[config.mk]
export PLATFORM = sky130hd
export DESIGN_NAME = display_scan_controller
export DESIGN_NICKNAME = d
export VERILOG_FILES = /design/src/rtl/display_pkg.sv /design/src/rtl/seg7_decoder.sv /design/src/rtl/display_scan_controller.sv
export SDC_FILE = /design/constraint.sdc
export NUM_CORES = 1
export LEC_CHECK = 0
export CAP_MARGIN = 20
export CORE_MARGIN = 10
export CORE_UTILIZATION = 45
export DETAILED_ROUTE_END_ITERATION = 6
export PLACE_DENSITY = 0.66
export SYNTH_ARGS = -nofsm -noshare
export SYNTH_HDL_FRONTEND = slang
export SYNTH_SLANG_ARGS = --single-unit
[constraint.sdc]
create_clock -name clk -period 9.5 [get_ports clk]
set_clock_uncertainty 0.2 [all_clocks]
set_input_delay 1.9 -clock clk [delete_from_list [all_inputs] [get_ports clk]]
set_output_delay 1.9 -clock clk [all_outputs]
set_load 0.02 [all_outputs]
[src/rtl/display_pkg.sv]
// Shared types and constants for the 4-digit multiplexed display scanner.
package display_pkg;
  typedef enum logic [1:0] {
    S_OFF   = 2'd0,
    S_DEAD  = 2'd1,
    S_DRIVE = 2'd2
  } scan_state_e;

  localparam logic [2:0] ST_IDLE   = 3'd0;
  localparam logic [2:0] ST_CHANGE = 3'd4;
  localparam logic [2:0] ST_ERROR  = 3'd5;
  localparam logic [2:0] ST_THANK  = 3'd6;

  localparam logic [6:0] SEG_BLANK = 7'h7F;

  typedef struct packed {
    logic [3:0][3:0] digits;
    logic [2:0]      state;
  } snap_t;
endpackage

[src/rtl/seg7_decoder.sv]
// Hex nibble to active-low 7-segment pattern {g,f,e,d,c,b,a}.
module seg7_decoder (
  input  logic [3:0] hex,
  output logic [6:0] seg
);
  always_comb begin
    seg = 7'h7F;
    case (hex)
      4'h0: seg = 7'h40;
      4'h1: seg = 7'h79;
      4'h2: seg = 7'h24;
      4'h3: seg = 7'h30;
      4'h4: seg = 7'h19;
      4'h5: seg = 7'h12;
      4'h6: seg = 7'h02;
      4'h7: seg = 7'h78;
      4'h8: seg = 7'h00;
      4'h9: seg = 7'h10;
      4'hA: seg = 7'h08;
      4'hB: seg = 7'h03;
      4'hC: seg = 7'h46;
      4'hD: seg = 7'h21;
      4'hE: seg = 7'h06;
      4'hF: seg = 7'h0E;
      default: seg = 7'h7F;
    endcase
  end
endmodule

[src/rtl/display_scan_controller.sv]
// Multiplexed 4-digit scanner: per-frame snapshot, dead-time guard, leading-zero
// blanking and error blinking. Outputs are registered from next-state values.
module display_scan_controller
  import display_pkg::*;
#(
  parameter int unsigned CLK_DIV      = 50000,
  parameter int unsigned DEAD_CYCLES  = 100,
  parameter int unsigned BLINK_FRAMES = 64
) (
  input  logic       clk,
  input  logic       rst_n,
  input  logic       enable,
  input  logic       lzb_en,
  input  logic [3:0] digit3,
  input  logic [3:0] digit2,
  input  logic [3:0] digit1,
  input  logic [3:0] digit0,
  input  logic [2:0] state,
  output logic [3:0] an,
  output logic [6:0] seg,
  output logic       frame_start
);
  localparam int unsigned PW = (CLK_DIV > 1) ? $clog2(CLK_DIV) : 1;
  localparam int unsigned FW = $clog2(BLINK_FRAMES) + 1;
  localparam logic [PW-1:0] P_LAST    = PW'(CLK_DIV - 1);
  localparam logic [PW-1:0] DEAD_LAST = PW'(DEAD_CYCLES - 1);
  localparam logic [FW-1:0] F_LAST    = FW'(BLINK_FRAMES - 1);

  scan_state_e   fsm, fsm_nxt;
  logic [PW-1:0] presc, presc_nxt;
  logic [1:0]    idx, idx_nxt;
  snap_t         snap, snap_nxt;
  logic [FW-1:0] fcnt, fcnt_nxt;
  logic          phase, phase_nxt;
  logic          slot_end, frame_bnd, lzb_act, blank, visible;
  logic [3:0]    cur_digit, an_nxt;
  logic [6:0]    seg_dec, seg_nxt;

  always_comb begin
    fsm_nxt   = fsm;
    presc_nxt = presc;
    idx_nxt   = idx;
    snap_nxt  = snap;
    fcnt_nxt  = fcnt;
    phase_nxt = phase;
    slot_end  = enable && (fsm == S_DRIVE) && (presc == P_LAST);
    frame_bnd = enable && ((fsm == S_OFF) || (slot_end && idx == 2'd0));

    if (!enable) fsm_nxt = S_OFF;
    else begin
      case (fsm)
        S_OFF:   fsm_nxt = S_DEAD;
        S_DEAD:  if (presc == DEAD_LAST) fsm_nxt = S_DRIVE;
        S_DRIVE: if (slot_end) fsm_nxt = S_DEAD;
        default: fsm_nxt = S_OFF;
      endcase
    end

    if (!enable || fsm == S_OFF) presc_nxt = '0;
    else presc_nxt = (presc == P_LAST) ? '0 : presc + PW'(1);

    if (!enable) idx_nxt = 2'd3;
    else if (slot_end) idx_nxt = idx - 2'd1;

    // Blink counts completed error frames; a non-error frame resets the cadence.
    if (frame_bnd) begin
      snap_nxt.digits = {digit3, digit2, digit1, digit0};
      snap_nxt.state  = state;
      if (state != ST_ERROR) begin
        fcnt_nxt  = '0;
        phase_nxt = 1'b0;
      end else if (snap.state == ST_ERROR) begin
        if (fcnt == F_LAST) begin
          fcnt_nxt  = '0;
          phase_nxt = ~phase;
        end else fcnt_nxt = fcnt + FW'(1);
      end
    end
  end

  assign cur_digit = snap_nxt.digits[idx_nxt];
  assign lzb_act   = lzb_en && (snap_nxt.state != ST_ERROR) && (snap_nxt.state != ST_THANK);
  assign blank     = lzb_act && (
                       (idx_nxt == 2'd3 && snap_nxt.digits[3] == 4'd0) ||
                       (idx_nxt == 2'd2 && snap_nxt.digits[3] == 4'd0 && snap_nxt.digits[2] == 4'd0));
  assign visible   = (fsm_nxt == S_DRIVE) && !blank && !phase_nxt;

  seg7_decoder u_dec (.hex(cur_digit), .seg(seg_dec));

  for (genvar k = 0; k < 4; k++) begin : g_an
    assign an_nxt[k] = !(visible && idx_nxt == 2'(k));
  end

  assign seg_nxt = visible ? seg_dec : SEG_BLANK;

  always_ff @(posedge clk or negedge rst_n) begin
    if (!rst_n) begin
      fsm         <= S_OFF;
      presc       <= '0;
      idx         <= 2'd3;
      snap        <= '0;
      fcnt        <= '0;
      phase       <= 1'b0;
      an          <= 4'b1111;
      seg         <= SEG_BLANK;
      frame_start <= 1'b0;
    end else begin
      fsm         <= fsm_nxt;
      presc       <= presc_nxt;
      idx         <= idx_nxt;
      snap        <= snap_nxt;
      fcnt        <= fcnt_nxt;
      phase       <= phase_nxt;
      an          <= an_nxt;
      seg         <= seg_nxt;
      frame_start <= frame_bnd;
    end
  end
endmodule

==> results of run 1 <==
[layer usage]
metal	vias up	share of wire	global-route usage
met2	58	0.44	0.189
met4	0	0.016	0.0677
met1	1208	0.50	0.181
li1	1208	-	-
met5	-	0	0
met3	10	0.044	0.0314
[cell usage in the layout, fill, tap and decap left out, types with 3 or more instances in the layout]
master / netlist / layout
o221ai_1: 4 / 4
dfrtp_1: 46 / 46
ha_1: 9 / 9
or2_2: 3 / 3
nand3_1: 18 / 18
nand2b_1: 3 / 3
mux2i_2: 3 / 3
xor2_1: 10 / 10
nand2_1: 46 / 46
clkdlybuf4s50_1: 0 / 33
and3_1: 6 / 6
nor3_1: 3 / 3
dfstp_2: 13 / 13
o31ai_1: 5 / 5
nor4_1: 3 / 3
clkbuf_8: 0 / 12
and2_1: 4 / 4
mux2_2: 5 / 5
inv_1: 16 / 16
a21oi_1: 12 / 12
nand3b_1: 3 / 3
o21ai_0: 10 / 10
a31oi_1: 3 / 3
xnor2_1: 6 / 6
nor2_1: 23 / 23
mux2i_1: 14 / 14
[critical path: stages]
cell and delay [ns]:
clkdlybuf4s50_1 0.63, and2_1 0.19, a41oi_2 0.03, buf_4 0.27, inv_2 0.30, nand2_1 0.10
nand2_1 0.08, a21oi_1 0.06, o21ai_1 0.40, inv_1 0.16, ha_1 0.29, a221o_1 0.29
a21oi_1 0.13, o31ai_1 0.09
[power groups by stage]
stage	registers (mW)	clock network [mW]	logic, mW
4_1_cts	0.269	0.246	0.0855
5_1_grt	0.270	0.257	0.0955
6_report	0.269	0.239	0.0847
2_1_floorplan	0.272	0	0.0575
3_3_place_gp	0.273	0	0.0837
3_5_place_dp	0.274	0	0.0848
[synthesized netlist by cell type, types with 2 or more instances]
cell type,number
dfrtp_1,46
nand2_1,46
nor2_1,23
nand3_1,18
inv_1,16
mux2i_1,14
dfstp_2,13
a21oi_1,12
o21ai_0,10
xor2_1,10
ha_1,9
and3_1,6
xnor2_1,6
mux2_2,5
o31ai_1,5
and2_1,4
o221ai_1,4
a31oi_1,3
buf_6,3
mux2i_2,3
nand2b_1,3
nand3b_1,3
nor3_1,3
nor4_1,3
or2_2,3
a211oi_4,2
a221o_1,2
a31o_1,2
a41oi_2,2
buf_2,2
clkbuf_1,2
mux2_4,2
nand4_1,2
nor2_4,2
nor2b_1,2
nor3b_1,2
o21a_1,2
o21ai_1,2
or3_1,2
[area by class of cell]
type / instances / area [µm²] / area share
clock buffer: 14 / 173 / 0.0441
clock inverter: 2 / 35.0 / 0.00894
inverter: 18 / 70.1 / 0.0179
multi-input combinational: 237 / 1670 / 0.427
sequential: 59 / 1490 / 0.381
tap: 99 / 124 / 0.0316
timing repair buffer: 36 / 350 / 0.0894
[final timing paths]
path | from | end | slack (ns) | cells after the start
setup / recovery | enable | seg[0]$_DFF_PN1_ | 4.60 | 14
hold / removal | presc[0]$_DFF_PN0_ | presc[0]$_DFF_PN0_ | 0.25 | 1
setup reg to reg | presc[0]$_DFF_PN0_ | seg[0]$_DFF_PN1_ | 5.78 | 15
hold reg to reg | presc[0]$_DFF_PN0_ | presc[0]$_DFF_PN0_ | 0.25 | 1
max in group asynchronous | rst_n | fsm[0]$_DFF_PN0_ | 7.10 | 2
min in group asynchronous | rst_n | presc[10]$_DFF_PN0_ | 1.51 | 2
[kinds of logic after synthesis]
logic type | after synthesis | share of synthesized area
AO/OA/AOI/OAI | 53 | 0.128
buffers and inverters | 28 | 0.0482
flip-flops | 59 | 0.449
multiplexers | 25 | 0.0839
XOR/XNOR | 16 | 0.0421
adder cells (fa/ha/maj) | 9 | 0.0339
AND/OR/NAND/NOR | 134 | 0.215
[state kept, by name, indices dropped and copies added (netlist names)]
register     flops
an               4
fcnt             7
frame_start      1
fsm              2
idx              2
phase            1
presc           16
seg              7
snap            19
[metrics by stage]
stage	hold slack, ns	power (mW)	cell area, µm²	setup slack (ns)	utilization
final	0.254	0.593	3920	4.60	0.543
after global routing	0.308	0.623	3920	4.32	0.543
after CTS	0.257	0.601	3920	4.61	0.543
after detailed placement	0.250	0.359	3710	4.27	0.514
after global placement	0.241	0.357	3710	4.38	0.514
after floorplan	0.225	0.330	3330	5.12	-
==> flow_summary_export.csv, run 1 <==
group,metric,value,unit
floorplan,initial_utilization,0.461,
grt,gr-usage-all-layers,0.132,
synth,synthCells,324,
cts,cts.path.max_buffers,2,
timing,worstMarginPinSlew,0.738,ns
placement,dp.cells,449,
power_and_ir_drop,ir_drop,0.0971,mV
worst_setup_path,critPathMaxFanout,28,
floorplan,rows,31,
finish,syn2layout_area_growth,17.8,%
floorplan,die_h,106,µm
timing,maxSlewViolCount,0,
cts,cts_setup_buffers,0,
power_and_ir_drop,p_leak,1.70,nW
floorplan,core_region_area,7210,µm²
timing,tns,0,ns
floorplan,die_area,11200,µm²
power_and_ir_drop,net-switching-power,151,µW
cts,cts.sinks,59,
synth,synthTopCellsByArea,"dfrtp_1, dfstp_2, nand2_1, mux2i_1, ha_1",
routing,drt_first_pass_iters,4,
timing,post-route-period-util,0.515,
routing,avgViaCountPerCell,5.34,
timing,slew_headroom,0.508,
routing,drt-wirelength-per-cell,15.0,µm
cts,cts-buffers-inserted,9,
placement,dp_hpwl,5.03,mm
synth,synth_top_area_frac,0.346,
synth,async_reset_ff_frac,1.00,
cts,worst_skew_pair.late_latency,0.33,ns
synth,synth_nets,356,
power_and_ir_drop,p_int,441,µW
synth,ys_seq_elements,59,
flow_run,drv_cap,0,
finish,final_cells,465,
power_and_ir_drop,p_seq_frac,0.455,
timing,fmaxAchievable,0.204,GHz
finish,final_nets,393,
floorplan,die_x,106,µm
cts,cts_tree,"built",
grt,grt_pass1_wl,12.1,mm
synth,synth_seq_area_share,0.449,
power_and_ir_drop,p_comb_frac,0.143,
synth,synth_top_area_cell,"dfrtp_1",
placement,place_congestion,0.878,
routing,routed_wl,6.98,mm
worst_setup_path,cp.arrival,4.94,ns
floorplan,design.portCount,35,
worst_setup_path,end_kind,"flip-flop",
finish,diodes,0,
synth,synth_edf_count,0,
worst_setup_path,setup.worst_path.class,"in2reg",
routing,drcViolationCount,0,
cts,clkTransAtPathRegs,0.07,ns
grt,overflow,0,
worst_setup_path,startpoint_type,"input port",
worst_setup_path,cp.required,9.55,ns
cts,cts_resized,0,
power_and_ir_drop,sw_frac_of_total,0.255,
placement,numPortBuffers,34,
timing,hold_viol_final,0,
routing,initialDrtViolationCount,162,
finish,nFillCells,686,
synth,synth_warnings,0,
outcome,outcome,"finished, final reports clean",
timing,setup_viol,0,
cts,ctsHoldBuffers,0,
grt,grt_pass1_vias,2462,
cts,clockRootBuffer,"clkbuf_8",
grt,grt_max_degree,60,
timing,finalCriticalPeriod,4.90,ns
synth,synth_area,3330,µm²
routing,vias,2484,
routing,ant_nets,0,
worst_hold_path,hold_path.class,"reg2reg",
finish,drive_above_1_share,0.164,
timing,rsz0062_at_grt,"no",
synth,yosysUniqueCellTypes,64,
grt,antenna_found_initial,0,
power_and_ir_drop,p_per_area,151,nW/µm²
cts,h-tree-depth,3,
synth,synth_area_per_cell,10.3,µm²
synth,synth_ff_type,"dfrtp_1",
power_and_ir_drop,power.share.clock,0.403,
Power figures use the tool's default switching activity.
==> run 2: changes to the inputs <==
--- a/config.mk
+++ b/config.mk
@@ -9,7 +9,7 @@
 export CORE_MARGIN = 10
 export CORE_UTILIZATION = 45
 export DETAILED_ROUTE_END_ITERATION = 6
-export PLACE_DENSITY = 0.66
+export PLACE_DENSITY = 0.68
 export SYNTH_ARGS = -nofsm -noshare
 export SYNTH_HDL_FRONTEND = slang
 export SYNTH_SLANG_ARGS = --single-unit
==> constraint.sdc (replaced) <==
create_clock -name clk -period 4.25 [get_ports clk]
set_clock_uncertainty 0.2 [all_clocks]
set_input_delay 0.85 -clock clk [delete_from_list [all_inputs] [get_ports clk]]
set_output_delay 0.85 -clock clk [all_outputs]
set_load 0.02 [all_outputs]
==> run 2 against run 1 <==
Setup slack worse by 4.1 ns. Critical path type unchanged. Register-to-register slack worse by 5.1 ns. Combinational power increased by 130%. Die area is the same. Core utilization rose by 0.68 points. Design area is 1.2% higher. Critical path depth fell by 3. Worst hold slack gained 0.00076 ns. Sequential power grew 120%. Clock power is 140% higher.
==> flow_summary_export.csv, run 2 (synthesis results as in run 1) <==
group,metric,value,unit
outcome,outcome,"finished, final reports clean",
finish,regMostFlops,"snap",
cts,h-tree-depth,3,
timing,holdWs,0.255,ns
finish,drive_above_1_share,0.178,
placement,placed_cell_area,3740,µm²
worst_setup_path,end_kind,"flip-flop",
timing,finalCriticalPeriod,3.77,ns
worst_setup_path,startpoint_type,"input port",
grt,grt_pass1_vias,2585,
cts,cts_resized,0,
floorplan,die_x,106,µm
timing,rsz0062_at_grt,"no",
finish,fin_util,0.550,
floorplan,design.portCount,35,
floorplan,initial_utilization,0.461,
timing,slew_headroom,0.482,
routing,ant_nets,0,
finish,largest_reg_flops,19,
finish,syn2layout_area_growth,19.3,%
routing,avgViaCountPerCell,5.31,
floorplan,die_h,106,µm
cts,clockRootBuffer,"clkbuf_8",
worst_hold_path,min-delay-start,"presc[0]$_DFF_PN0_",
power_and_ir_drop,p_leak,1.73,nW
grt,antenna_found_initial,0,
routing,routed_wl,7.16,mm
finish,stdcell_area,3970,µm²
worst_setup_path,critPathMaxFanout,9,
grt,gr-usage-all-layers,0.136,
cts,ctsHoldBuffers,0,
placement,dp_hpwl,5.25,mm
routing,initialDrtViolationCount,165,
timing,setup_viol,0,
finish,final_nets,397,
timing,post-route-period-util,0.887,
cts,clkTransAtPathRegs,0.07,ns
cts,cts.path.max_buffers,2,
finish,final_cell_mix,"nand2_1, dfrtp_1, clkdlybuf4s50_1",
timing,fmaxAchievable,0.265,GHz
timing,maxSlewViolCount,0,
timing,hold_viol_final,0,
power_and_ir_drop,ir_drop,0.151,mV
grt,overflow,0,
floorplan,core_region_area,7210,µm²
worst_setup_path,reg2reg_slack,0.73,ns
cts,cts.sinks,59,
timing,fin_ws,0.482,ns
placement,numPortBuffers,34,
routing,drcViolationCount,0,
worst_setup_path,setup.worst_path.class,"in2reg",
cts,cts-buffers-inserted,9,
cts,worst_skew_pair.late_latency,0.33,ns
grt,grt_pass1_wl,12.6,mm
timing,tns,0,ns
timing,worstMarginPinSlew,0.777,ns
floorplan,die_area,11200,µm²
cts,cts_tree,"built",
finish,nFillCells,661,
worst_setup_path,r2r_start,"presc[0]$_DFF_PN0_",
grt,grt_max_degree,37,
placement,place_congestion,0.835,
flow_run,drv_cap,0,
floorplan,rows,31,
placement,post-place-ws,0.165,ns
routing,drt_first_pass_iters,4,
worst_setup_path,cp-startpoint,"enable",
worst_setup_path,cp.required,4.28,ns
routing,drt-wirelength-per-cell,15.3,µm
cts,cts_setup_buffers,0,
routing,vias,2490,
power_and_ir_drop,p_per_area,347,nW/µm²
worst_hold_path,hold_path.class,"reg2reg",
finish,diodes,0,
finish,reg.largest.list,"snap (19), presc (16)",
worst_setup_path,cp.arrival,3.80,ns
-- run 2: changes by cell type in the layout (fill, tap and decap cells not counted), sizes merged --
cell / previous run / this run
bufinv: 1 / 2
clkbuf: 14 / 11
buf: 3 / 7
clkinv: 1 / 3
-- run 2: layout make-up --
cell class	count	area (µm²)	area share
well taps	99	124	0.0312
inverters	18	70.1	0.0177
clock inverters	5	75.1	0.0189
flip-flops and latches	59	1490	0.376
multi-input cells	237	1670	0.422
repair buffers	40	380	0.0959
clock buffers	11	151	0.0382
-- run 2: final timing paths --
path                            depth (start not counted)            endpoint
worst max-delay path                                   11    seg[3]$_DFF_PN1_
worst min-delay path                                    1  presc[0]$_DFF_PN0_
worst max register to register                         12    seg[3]$_DFF_PN1_
worst min register to register                          1  presc[0]$_DFF_PN0_
max in group asynchronous                               2    seg[4]$_DFF_PN1_
min in group asynchronous                               1  presc[7]$_DFF_PN0_
-- run 2: per-layer routing --
layer  wire length (µm)  vias up  global-route usage
li1                   -     1219                   -
met1               3440     1213               0.182
met2               3360       52               0.208
met3                303        6              0.0368
met4                 58        0              0.0474
met5                  0        -                   0
-- run 2: critical path, cell delays in order --
cell and delay [ns]:
clkdlybuf4s50_1 0.56, and2_1 0.22, a41oi_2 0.40, mux2i_1 0.24
mux2_2 0.32, mux2i_1 0.28, inv_1 0.19, ha_1 0.31
inv_1 0.07, nor3_1 0.05, o311ai_1 0.30
-- run 2: power by group --
part           switching [mW]  internal [mW]  leakage (nW)  total (mW)
combinational           0.113         0.0828         0.876       0.196
clock                   0.219          0.359         0.119       0.578
sequential             0.0130          0.589         0.738       0.602
total                   0.345           1.03          1.73        1.38
-- run 2: stage by stage --
step / power (mW) / cells
after floorplan: 0.737 / 324
after global placement: 0.801 / 453
after detailed placement: 0.806 / 453
after CTS: 1.39 / 469
after global routing: 1.44 / 469
final: 1.38 / 469
==> run 3: changes to the inputs <==
--- a/config.mk
+++ b/config.mk
@@ -6,10 +6,10 @@
 export NUM_CORES = 1
 export LEC_CHECK = 0
 export CAP_MARGIN = 20
-export CORE_MARGIN = 10
-export CORE_UTILIZATION = 45
+export CORE_MARGIN = 5
+export CORE_UTILIZATION = 49
 export DETAILED_ROUTE_END_ITERATION = 6
-export PLACE_DENSITY = 0.68
+export PLACE_DENSITY = 0.73
 export SYNTH_ARGS = -nofsm -noshare
 export SYNTH_HDL_FRONTEND = slang
 export SYNTH_SLANG_ARGS = --single-unit
==> run 3 against run 2 <==
First-iteration DRC count increased by 6.1%. Sequential power about the same. Setup slack improved by 0.10 ns. Cell count decreased by 4.5%. Design area decreased by 2.2%. Maximum frequency increased by 2.8%.
==> flow_summary_export.csv, run 3 (synthesis results as in run 1) <==
group,metric,value,unit
worst_setup_path,startpoint_type,"input port",
cts,cts.sinks,59,
grt,antenna_found_initial,0,
timing,tns,0,ns
cts,ctsHoldBuffers,0,
power_and_ir_drop,p_leak,1.70,nW
cts,cts_setup_buffers,0,
placement,post-place-ws,0.235,ns
grt,grt_pass1_vias,2546,
worst_setup_path,critPathSlowestCell,"clkdlybuf4s50_1",
worst_setup_path,slowest_delay,0.54,ns
worst_setup_path,cp.arrival,3.70,ns
floorplan,core_region_area,6680,µm²
floorplan,rows,30,
floorplan,initial_utilization,0.498,
finish,nFillCells,589,
placement,dp.cells,432,
routing,initialDrtViolationCount,175,
outcome,outcome,"finished, final reports clean",
finish,final_nets,395,
floorplan,die_x,92.4,µm
timing,worstMarginPinSlew,0.772,ns
routing,drt-wirelength-per-cell,15.0,µm
worst_setup_path,end_kind,"flip-flop",
finish,final_cell_mix,"nand2_1, dfrtp_1, clkdlybuf4s50_1",
grt,grt_max_degree,37,
timing,fin_ws,0.583,ns
cts,cts.path.max_buffers,2,
cts,clkTransAtPathRegs,0.06,ns
routing,drt_first_pass_iters,5,
cts,cts_resized,0,
grt,overflow,0,
timing,slew_headroom,0.485,
timing,maxSlewViolCount,0,
flow_run,drv_cap,0,
placement,place_congestion,0.818,
cts,worst_skew_pair.late_latency,0.32,ns
grt,grt_pass1_wl,12.0,mm
worst_hold_path,hold_path.class,"reg2reg",
timing,rsz0062_at_grt,"no",
timing,hold_viol_final,0,
floorplan,die_area,8530,µm²
placement,numPortBuffers,34,
finish,regMostFlops,"snap",
finish,reg.largest.list,"snap (19), presc (16)",
cts,h-tree-depth,3,
finish,syn2layout_area_growth,16.6,%
cts,cts-buffers-inserted,9,
worst_setup_path,cp_top_family,"compound AO/OA/AOI/OAI gates",
finish,largest_reg_flops,19,
worst_setup_path,path_buf_inv,3,
placement,placed_cell_area,3710,µm²
worst_setup_path,critPathMaxFanout,28,
worst_setup_path,cp.required,4.28,ns
floorplan,die_h,92.4,µm
finish,final_cells,448,
timing,fmaxAchievable,0.273,GHz
timing,post-route-period-util,0.863,
power_and_ir_drop,ir_drop,0.186,mV
placement,dp_hpwl,4.96,mm
finish,diodes,0,
routing,vias,2480,
worst_setup_path,setup.worst_path.class,"in2reg",
worst_setup_path,cp_common_cell,"a21oi_1",
routing,routed_wl,6.72,mm
routing,avgViaCountPerCell,5.54,
finish,drive_above_1_share,0.166,
routing,ant_nets,0,
finish,stdcell_area,3880,µm²
worst_setup_path,crit_path_cell_trace,"clkdlybuf4s50_1 > and2_1 > a41oi_2 > buf_12 > mux2i_1 > nor2_1 > a21oi_1 > o21ai_1 > inv_1 > ha_1 > a221o_1 > a21oi_1 > o31ai_1",
routing,drcViolationCount,0,
cts,cts_tree,"built",
power_and_ir_drop,p_per_area,316,nW/µm²
grt,gr-usage-all-layers,0.176,
timing,setup_viol,0,
timing,finalCriticalPeriod,3.67,ns
floorplan,design.portCount,35,
cts,clockRootBuffer,"clkbuf_8",
[run 3: changes by cell type in the layout (fill, tap and decap cells not counted)]
cell | previous run | this run
clkbuf_8 | 11 | 10
bufinv_16 | 2 | 0
buf_12 | 0 | 1
buf_4 | 6 | 3
clkbuf_1 | 0 | 3
[run 3: path summary, 6_finish.rpt]
path                               startpoint                  to  slack [ns]  cells after the start
setup / recovery                       enable    seg[0]$_DFF_PN1_        0.58                     13
hold / removal             presc[0]$_DFF_PN0_  presc[0]$_DFF_PN0_        0.26                      1
setup reg to reg           presc[0]$_DFF_PN0_    seg[0]$_DFF_PN1_        0.73                     14
hold reg to reg            presc[0]$_DFF_PN0_  presc[0]$_DFF_PN0_        0.26                      1
max in group asynchronous               rst_n    seg[2]$_DFF_PN1_        2.59                      2
min in group asynchronous               rst_n  presc[8]$_DFF_PN0_        0.40                      1
[run 3: per-layer routing]
metal  track usage  routed length, µm  share of wire  vias up
met2         0.262               3080           0.46       55
met3        0.0374                264          0.039       10
li1              -                  -              -     1213
met1         0.248               3270           0.49     1202
met5             0                  0              0        -
met4        0.0705                 96          0.014        0
[run 3: final cells by class]
cell class	count	area, µm²	area share
Clock buffer	13	149	0.0384
Multi-Input combinational cell	237	1670	0.431
Sequential cell	59	1490	0.385
Tap cell	80	100	0.0258
Clock inverter	3	15.0	0.00387
Timing Repair Buffer	38	378	0.0975
Inverter	18	70.1	0.0181
[run 3: power breakdown]
| part | switching (mW) | internal, mW |
|---|---|---|
| Clock | 0.203 | 0.225 |
| Combinational | 0.111 | 0.0824 |
| Sequential | 0.0140 | 0.589 |
[run 3: stage by stage]
| stage | util | hold WS (ns) | power [mW] |
|---|---|---|---|
| final | 0.580 | 0.260 | 1.22 |
| after global routing | 0.580 | 0.276 | 1.30 |
| after CTS | 0.580 | 0.265 | 1.24 |
| after detailed placement | 0.556 | 0.256 | 0.805 |
| after global placement | 0.556 | 0.249 | 0.801 |
| after floorplan | - | 0.225 | 0.737 |
